`src/rtl/apb_uart_ctrl_pkg.sv`:
```
// rtl/apb_uart_ctrl_pkg.sv - shared types and constants for the APB UART master controller
package apb_uart_ctrl_pkg;

    localparam int APB_ADDR_W  = 32;
    localparam int APB_DATA_W  = 32;
    localparam int OWNER_IDX_W = 3;

    localparam logic [APB_ADDR_W-1:0] DEFAULT_INT_STAT_ADDR = 32'h0000_0010;

    typedef enum logic [1:0] {
        IDLE,
        SETUP,
        ACCESS
    } ctrl_state_e;

    typedef struct packed {
        logic                   irq;
        logic [OWNER_IDX_W-1:0] idx;
    } owner_t;

endpackage

```
`src/rtl/apb_uart_ctrl_rr_arbiter.sv`:
```
// rtl/apb_uart_ctrl_rr_arbiter.sv - round-robin arbiter, search starts just after the pointer
module rr_arbiter #(
    parameter int NREQ  = 2,
    parameter int IDX_W = (NREQ > 1) ? $clog2(NREQ) : 1
) (
    input  logic [NREQ-1:0]  req,
    input  logic [IDX_W-1:0] pointer,
    input  logic             enable,
    output logic [NREQ-1:0]  grant,
    output logic [IDX_W-1:0] winner
);

    int k;

    // Walk from farthest to nearest so the requester closest after the pointer wins.
    always_comb begin
        grant  = '0;
        winner = '0;
        k      = 0;
        if (enable) begin
            for (int i = NREQ; i >= 1; i--) begin
                k = (int'(pointer) + i) % NREQ;
                if (req[k]) begin
                    grant    = '0;
                    grant[k] = 1'b1;
                    winner   = IDX_W'(k);
                end
            end
        end
    end

endmodule

```
`src/rtl/apb_uart_ctrl.sv`:
```
// rtl/apb_uart_ctrl.sv - APB master sequencing requester and interrupt-status accesses to the UART
module apb_uart_ctrl
    import apb_uart_ctrl_pkg::*;
#(
    parameter int                    NREQ          = 2,
    parameter logic [APB_ADDR_W-1:0] INT_STAT_ADDR = DEFAULT_INT_STAT_ADDR,
    parameter bit                    IRQ_LOCKOUT   = 1'b1
) (
    input  logic                       clk,
    input  logic                       rst,
    input  logic [NREQ-1:0]            req_i,
    input  logic [NREQ-1:0]            req_write_i,
    input  logic [NREQ*APB_ADDR_W-1:0] req_addr_i,
    input  logic [NREQ*APB_DATA_W-1:0] req_wdata_i,
    output logic [NREQ-1:0]            gnt_o,
    output logic [NREQ-1:0]            done_o,
    output logic [APB_DATA_W-1:0]      rdata_o,
    input  logic                       irq_en_i,
    output logic                       irq_stat_valid_o,
    output logic [APB_DATA_W-1:0]      irq_stat_o,
    output logic [APB_ADDR_W-1:0]      paddr_o,
    output logic [APB_DATA_W-1:0]      pwdata_o,
    output logic                       pwrite_o,
    output logic                       psel_o,
    output logic                       penable_o,
    input  logic [APB_DATA_W-1:0]      prdata_i,
    input  logic                       uart_int_i
);

    localparam int IDX_W = (NREQ > 1) ? $clog2(NREQ) : 1;

    ctrl_state_e           state_q, state_d;
    logic [IDX_W-1:0]      ptr_q;
    owner_t                owner_q;
    logic                  lockout_q;
    logic [APB_ADDR_W-1:0] addr_q;
    logic [APB_DATA_W-1:0] wdata_q;
    logic                  write_q;

    logic [NREQ-1:0]       arb_grant;
    logic [IDX_W-1:0]      arb_winner;
    logic                  irq_sel;
    logic                  arb_en;
    logic                  req_sel;
    logic [NREQ-1:0]       done_vec;

    // Interrupt service beats every requester whenever it is eligible.
    assign irq_sel = (state_q == IDLE) && irq_en_i && uart_int_i && !(IRQ_LOCKOUT && lockout_q);
    assign arb_en  = (state_q == IDLE) && !irq_sel && !rst;
    assign req_sel = |arb_grant;

    rr_arbiter #(
        .NREQ  (NREQ),
        .IDX_W (IDX_W)
    ) u_arb (
        .req     (req_i),
        .pointer (ptr_q),
        .enable  (arb_en),
        .grant   (arb_grant),
        .winner  (arb_winner)
    );

    assign gnt_o     = arb_grant;
    assign psel_o    = (state_q != IDLE);
    assign penable_o = (state_q == ACCESS);
    assign paddr_o   = addr_q;
    assign pwdata_o  = wdata_q;
    assign pwrite_o  = write_q;

    always_comb begin
        done_vec = '0;
        for (int i = 0; i < NREQ; i++) begin
            done_vec[i] = (owner_q.idx == OWNER_IDX_W'(i));
        end
    end

    always_ff @(posedge clk or posedge rst) begin
        if (rst) begin
            state_q <= IDLE;
        end else begin
            state_q <= state_d;
        end
    end

    always_comb begin
        state_d = state_q;
        unique case (state_q)
            IDLE:    if (irq_sel || req_sel) state_d = SETUP;
            SETUP:   state_d = ACCESS;
            ACCESS:  state_d = IDLE;
            default: state_d = IDLE;
        endcase
    end

    always_ff @(posedge clk or posedge rst) begin
        if (rst) begin
            ptr_q            <= IDX_W'(NREQ - 1);
            owner_q          <= '0;
            lockout_q        <= 1'b0;
            addr_q           <= '0;
            wdata_q          <= '0;
            write_q          <= 1'b0;
            done_o           <= '0;
            rdata_o          <= '0;
            irq_stat_valid_o <= 1'b0;
            irq_stat_o       <= '0;
        end else begin
            done_o           <= '0;
            irq_stat_valid_o <= 1'b0;

            if (irq_sel) begin
                addr_q  <= INT_STAT_ADDR;
                write_q <= 1'b0;
                owner_q <= '{irq: 1'b1, idx: '0};
            end else if (req_sel) begin
                addr_q  <= req_addr_i[int'(arb_winner)*APB_ADDR_W +: APB_ADDR_W];
                wdata_q <= req_wdata_i[int'(arb_winner)*APB_DATA_W +: APB_DATA_W];
                write_q <= req_write_i[arb_winner];
                owner_q <= '{irq: 1'b0, idx: OWNER_IDX_W'(arb_winner)};
                ptr_q   <= arb_winner;
            end

            if (state_q == ACCESS) begin
                if (owner_q.irq) begin
                    irq_stat_valid_o <= 1'b1;
                    irq_stat_o       <= prdata_i;
                end else begin
                    done_o <= done_vec;
                    if (!write_q) rdata_o <= prdata_i;
                end
            end

            // A low interrupt line always clears lockout; a finished IRQ read arms it.
            lockout_q <= IRQ_LOCKOUT && uart_int_i &&
                         (lockout_q || (state_q == ACCESS && owner_q.irq));
        end
    end

endmodule
```
`config.mk`:
```
export PLATFORM = sky130hd
export DESIGN_NAME = apb_uart_ctrl
export DESIGN_NICKNAME = d
export VERILOG_FILES = /design/src/rtl/apb_uart_ctrl_pkg.sv /design/src/rtl/apb_uart_ctrl_rr_arbiter.sv /design/src/rtl/apb_uart_ctrl.sv
export SDC_FILE = /design/constraint.sdc
export NUM_CORES = 1
export LEC_CHECK = 0
export BUFFER_PORTS_ARGS = -buffer_cell sky130_fd_sc_hd__buf_2
export CORE_MARGIN = 4
export CORE_UTILIZATION = 40
export DETAILED_ROUTE_END_ITERATION = 10
export PLACE_DENSITY_LB_ADDON = 0.25
export REMOVE_ABC_BUFFERS = 1
export SYNTH_ARGS = -nofsm -noshare
export SYNTH_HDL_FRONTEND = slang
export SYNTH_SLANG_ARGS = --single-unit
```
`constraint.sdc`:
```
create_clock -name clk -period 5.4 [get_ports clk]
set_input_delay 0.54 -clock clk [delete_from_list [all_inputs] [get_ports clk]]
set_output_delay 0.54 -clock clk [all_outputs]
set_load 0.01 [all_outputs]
```
; Word-level counts from Yosys, hierarchy flattened
; Cells that the tools add are included.
[op_classes]
add_sub_neg = 2
n_lt_le_gt_ge = 5
n_eq_ne = 4
n_shift = 2
n_mux = 30
n_bitwise = 5
n_reduce_logical = 22
[ops]
columns = cell, count
row1 = indexed part select 64 x 7 -> 32 bit, 2
row2 = 2-to-1 mux 32 bit, 2
row3 = 2-to-1 mux 1 bit, 17
row4 = 2-to-1 mux 2 bit, 6
row5 = logical AND 1 bit, 9
row6 = 2-to-1 mux 4 bit, 2
row7 = < comparator 2 x 3 -> 1 bit (second input constant), 2
row8 = >= comparator 2 x 1 -> 1 bit (second input constant), 2
row9 = case mux 2 bit (2 select lines), 1
row10 = AND reduction 2 bit, 2
row11 = nonzero test 2 bit, 2
row12 = == test 3 x 1 -> 1 bit (second input constant), 1
row13 = zero test 1 bit, 3
row14 = zero test 3 bit, 1
row15 = inverter 1 bit, 3
row16 = AND reduction 3 bit, 1
row17 = adder 1 bit (second input constant), 2
row18 = AND 1 bit (first input constant), 2
row19 = demux 1 bit (select 1 bit), 2
row20 = == test 2 x 1 -> 1 bit (second input constant), 1
row21 = == test 2 bit (second input constant), 1
row22 = zero test 2 bit, 1
row23 = logical OR 1 bit, 2
row24 = < comparator 1 x 2 -> 1 bit (second input constant), 1
row25 = 2 further kinds, 2
[totals]
register_bits = 140
input_bits = 168
output_inout_bits = 136
elab_cells = 82

; Depth between registers and ports, before layout
[logic_depth]
word_depth = 13
mapped_depth = 6
depth_no_buf = 4

; Hierarchy
; From an unflattened synthesis, not the netlist that was laid out.
[hier_totals]
cells_unflattened = 427
area_unflattened_um2 = 6094.6
[modules_own_cells]
columns = mod, instances, cells_per_inst, area_per_inst_um2, seq_area_each_um2
row1 = apb_uart_ctrl, 1, 421, 6065.8, 3454.6
row2 = rr_arbiter, 1, 6, 28.8, 0.0

; Worst setup path before layout
; Ideal clock, no wire load.
[synth_path]
path_kind = input to output
from = input port req_i[1]
to = output port gnt_o[1]
arrival_ns = 1.319
required_ns = 4.860
path_slack_ns = 3.541
stages = 5
path_buffers = 3
cell_sequence = a21boi_2 -> buf_6 -> buf_8 -> and3_1 -> buf_4
[synth_via]
elab_chain_cells = 6
elab_cells_between_ends = 9
cone_classes = mux (9)
[synth_rtl]
columns = element, line
row1 = start: declaration, apb_uart_ctrl.sv:11  ; input logic [NREQ-1:0] req_i,
row2 = 2-to-1 mux 1 bit (not written as such) (3 in series), apb_uart_ctrl_rr_arbiter.sv:23  ; if (req[k]) begin
row3 = 2-to-1 mux 2 bit, apb_uart_ctrl_rr_arbiter.sv:23
row4 = 2-to-1 mux 2 bit *, apb_uart_ctrl_rr_arbiter.sv:23
row5 = 2-to-1 mux 2 bit *, apb_uart_ctrl_rr_arbiter.sv:20  ; if (enable) begin
row6 = end: declaration, apb_uart_ctrl.sv:15  ; output logic [NREQ-1:0] gnt_o,
; Mark *: on every way between the ends. The rest lies on a longest branch, timed or not. The select of a mux whose other input is x is not followed.

; Final worst setup path
[layout_path]
from = register ptr_q
to = register wdata_q[28] (netlist: pwdata_o[28])
[layout_via]
elab_chain_cells = 11
elab_cells_between_ends = 29
cone_classes = add/sub (2) / order compare (4) / shift (1) / mux (16) / bitwise (2) / reduce/logical (4)
[layout_rtl]
columns = element, line
row1 = start: declaration, apb_uart_ctrl.sv:33  ; logic [IDX_W-1:0] ptr_q;
row2 = start signal: assignment, apb_uart_ctrl.sv:97  ; ptr_q <= IDX_W'(NREQ - 1);
row3 = start signal: assignment, apb_uart_ctrl.sv:120  ; ptr_q <= arb_winner;
row4 = branches (longest 11 deep; another with adder 1 bit), n/a
row5 = end signal: assignment, apb_uart_ctrl.sv:117  ; wdata_q <= req_wdata_i[int'(arb_winner)*APB_DATA_W +: APB_DATA_W];
row6 = end: declaration, apb_uart_ctrl.sv:37  ; logic [APB_DATA_W-1:0] wdata_q;
; Several ways; the timed one is not identified. The select of a mux whose other input is x is not followed.
; A chain may end at the register's enable or synchronous reset.

==> flow_summary.ini <==
[worst_setup_path]
cp.required_ns = 5.69
worstSetupStartpoint = ptr_q
critical_path.max_fanout = 51
critical_path.reg2reg.endpoint = pwdata_o[28]
timing_worst_setup_path_type = reg2reg
endpoint_kind = register
reg2reg_from = ptr_q
worstSetupEndpoint = pwdata_o[28]
worst_endpoint_data_arrival_time_ns = 2.72
setup.worst_path.start_class = register
reg2reg_setup_slack_ns = 2.97
worst_r2r_path_depth = 4

[pwr]
max-vdd-ir-drop_mv = 0.363
power.static_leakage_nw = 4.18
power-per-cell-area_nw_per_um2 = 578

[finish]
post_layout_cell_count = 884
fillers = 1206
relative_area_change_from_synthesis_to_final_layout_pct = 35.6
seq_area_um2 = 3450
final_layout_size_suffix_gt1_share_pct = 68.1
nets = 853
finish.instance_area_um2 = 8250
multi_input_comb_area_um2 = 2380

[clocking]
cts-buffers-inserted = 17
cts_buffer_depth = 2
clock_sink_count = 138
post_cts_hold_buffer_count = 0
worst_skew_pair.late_latency_ns = 0.41
post_cts_sizing_count = 0
clockRootBuffer = sky130_fd_sc_hd__clkbuf_16
cts_post_setup_buffers_inserted = 0
clkTransAtPathRegs_ns = 0.06
h-tree-depth = 4
cts_tree = done

[route]
avgViaCountPerCell = 4.89
drt_iter0_drc = 144
detailroute.wirelength.met2_um = 8040
topRoutingLayerUsed = met5
post-route-drc-count = 0
routed_wl_per_cell_um = 18.2
wl_met1_um = 6190
total_length_of_routed_wires_um = 16100
detailroute.wirelength.met3_um = 1550
count_of_vias_placed_by_the_detailed_router = 4325
drtAntennaViolNets = 0
drt_pre_antenna_iters = 4

[timing]
timing.slew.headroom_pct = 26.2
finalMaxSlewViolations = 0
fin_setup_tns_ns = 0
worst_slew_pin_slew_ns = 1.11
report.final.setup_viol = 0
finClkSkew_ns = 0.00967
final_min_period_over_clock_period_pct = 45.1
layout_min_cycle_time_ns = 2.43
final_hold_fails = 0
grt_setup_unrepaired = false
max_freq_mhz = 411

[global_route]
grt_overflow_total = 0
grt_usage_pct = 18.8
wire_length_of_the_first_global_routing_pass_um = 25900
antenna_found_initial = 3
number_of_global_route_vias_before_repair = 4783
grt_max_degree = 88

[outcome]
outcome = finished clean

[yosys]
ys_top_cells_by_area = sky130_fd_sc_hd__dfrtp_1, sky130_fd_sc_hd__mux2_2, sky130_fd_sc_hd__mux2_4, sky130_fd_sc_hd__mux2i_1, sky130_fd_sc_hd__o2bb2ai_1
yosys_register_bits = 138
post_synthesis_cell_type_count = 33
share_of_synthesized_flip_flops_with_an_asynchronous_set_or_reset_pct = 100
synth_enable_flop_cells = 0
syn_area_per_cell_um2 = 15.8
netlist.top_cell.by_area = sky130_fd_sc_hd__dfrtp_1
synth_flop_cell = sky130_fd_sc_hd__dfrtp_1
post_synth_instance_area_um2 = 6080
synth_most_common_cell = sky130_fd_sc_hd__dfrtp_1
netlist_top_cells_count = sky130_fd_sc_hd__dfrtp_1, sky130_fd_sc_hd__mux2_2, sky130_fd_sc_hd__mux2_4, sky130_fd_sc_hd__o2bb2ai_1, sky130_fd_sc_hd__mux2i_1
netlist_instances = 384
yosys_warnings = 0
netlist.area_leader.share_pct = 56.4
synth_sequential_area_ratio_pct = 56.8

[floorplanning]
initial_core_util_pct = 41.4
row_count = 44
coreArea_um2 = 14700
num_io_pins = 304
die_width_um = 131
die_area_um2 = 17200
fp.dieH_um = 131

[placed_design]
dpl_cell_area_um2 = 7640
place.detailed.instances = 850
dp.final_hpwl_um = 12000
replace_congestion = 0.840
port_buffers = 303

[flow_run]
max_cap_viol_count = 0

[min_path]
worst_hold_path_type = in2async
[sequential cells by signal, summed over array words and instances, names as in the netlist]
| register | count |
|---|---|
| irq_stat_o | 32 |
| paddr_o | 32 |
| pwdata_o | 32 |
| rdata_o | 32 |
| done_o | 2 |
| owner_q | 2 |
| state_q | 2 |
| irq_stat_valid_o | 1 |
| lockout_q | 1 |
| ptr_q | 1 |
| pwrite_o | 1 |
[metal layers]
layer  vias to the layer above  track usage (%)
met4                         4             7.06
met5                         -                0
met2                       201             31.3
met3                        26             8.30
met1                      2080             21.7
li1                       2014                -
[cell type report]
class	instances	share of cell area (%)
Inverter	3	0.197
Clock buffer	20	5.54
Clock inverter	12	1.79
Antenna cell	2	0.0607
Multi-Input combinational cell	217	28.9
Timing Repair Buffer	308	18.8
Sequential cell	138	41.9
Tap cell	184	2.79
[how the worst min path moves through the flow]
stage            startpoint              to  slack (ns)
2_1_floorplan    owner_q[0]       done_o[0]        0.43
3_3_place_gp     owner_q[0]       done_o[0]        0.44
3_5_place_dp     owner_q[0]       done_o[0]        0.45
4_1_cts          uart_int_i       lockout_q        0.34
5_1_grt        prdata_i[12]  irq_stat_o[12]        0.35
6_report                rst  irq_stat_o[24]        0.32
[placed cells by master, fill, tap and decap left out, drive strengths merged, types with 2 or more instances in the layout]
cell      Yosys  layout
buf          26     308
bufinv        0       3
clkbuf        0      20
clkinv        0       7
clkinvlp      0       2
dfrtp       137     137
diode         0       2
inv           3       3
mux2        129     129
mux2i        32      32
nand2b        2       2
nor2b         2       2
nor3          3       3
o22a          2       2
o2bb2ai      34      34
[worst max-delay path, stage by stage, from the launching register on]
cell and delay (ns):
sky130_fd_sc_hd__dfstp_2 0.39, sky130_fd_sc_hd__a21boi_4 0.50, sky130_fd_sc_hd__buf_4 0.70, sky130_fd_sc_hd__mux2_2 0.42, sky130_fd_sc_hd__mux2_2 0.26
[kinds of logic after synthesis]
| logic type | after synthesis | share of synthesized area (%) |
|---|---|---|
| AO/OA/AOI/OAI | 40 | 5.82 |
| flip-flops | 138 | 56.8 |
| multiplexers | 161 | 31.2 |
| buffers and inverters | 29 | 4.42 |
| AND/OR/NAND/NOR | 16 | 1.73 |
[report_power, final]
group	switching (W)	internal [W]	total, W
clock network	0.000426	0.000747	0.00117
registers	0.000273	0.00154	0.00181
logic	0.000842	0.000945	0.00179
[per-stage QoR]
stage	util, %	setup WS (ns)	power, W	hold slack, ns
5_1_grt	56.1	2.85	0.00505	0.348
3_5_place_dp	52.0	2.61	0.00364	0.452
4_1_cts	56.1	2.94	0.00484	0.335
2_1_floorplan	-	1.17	0.00285	0.427
6_report	56.1	2.97	0.00477	0.317
3_3_place_gp	52.0	2.67	0.00358	0.442
(Power assumes the default switching activity.)
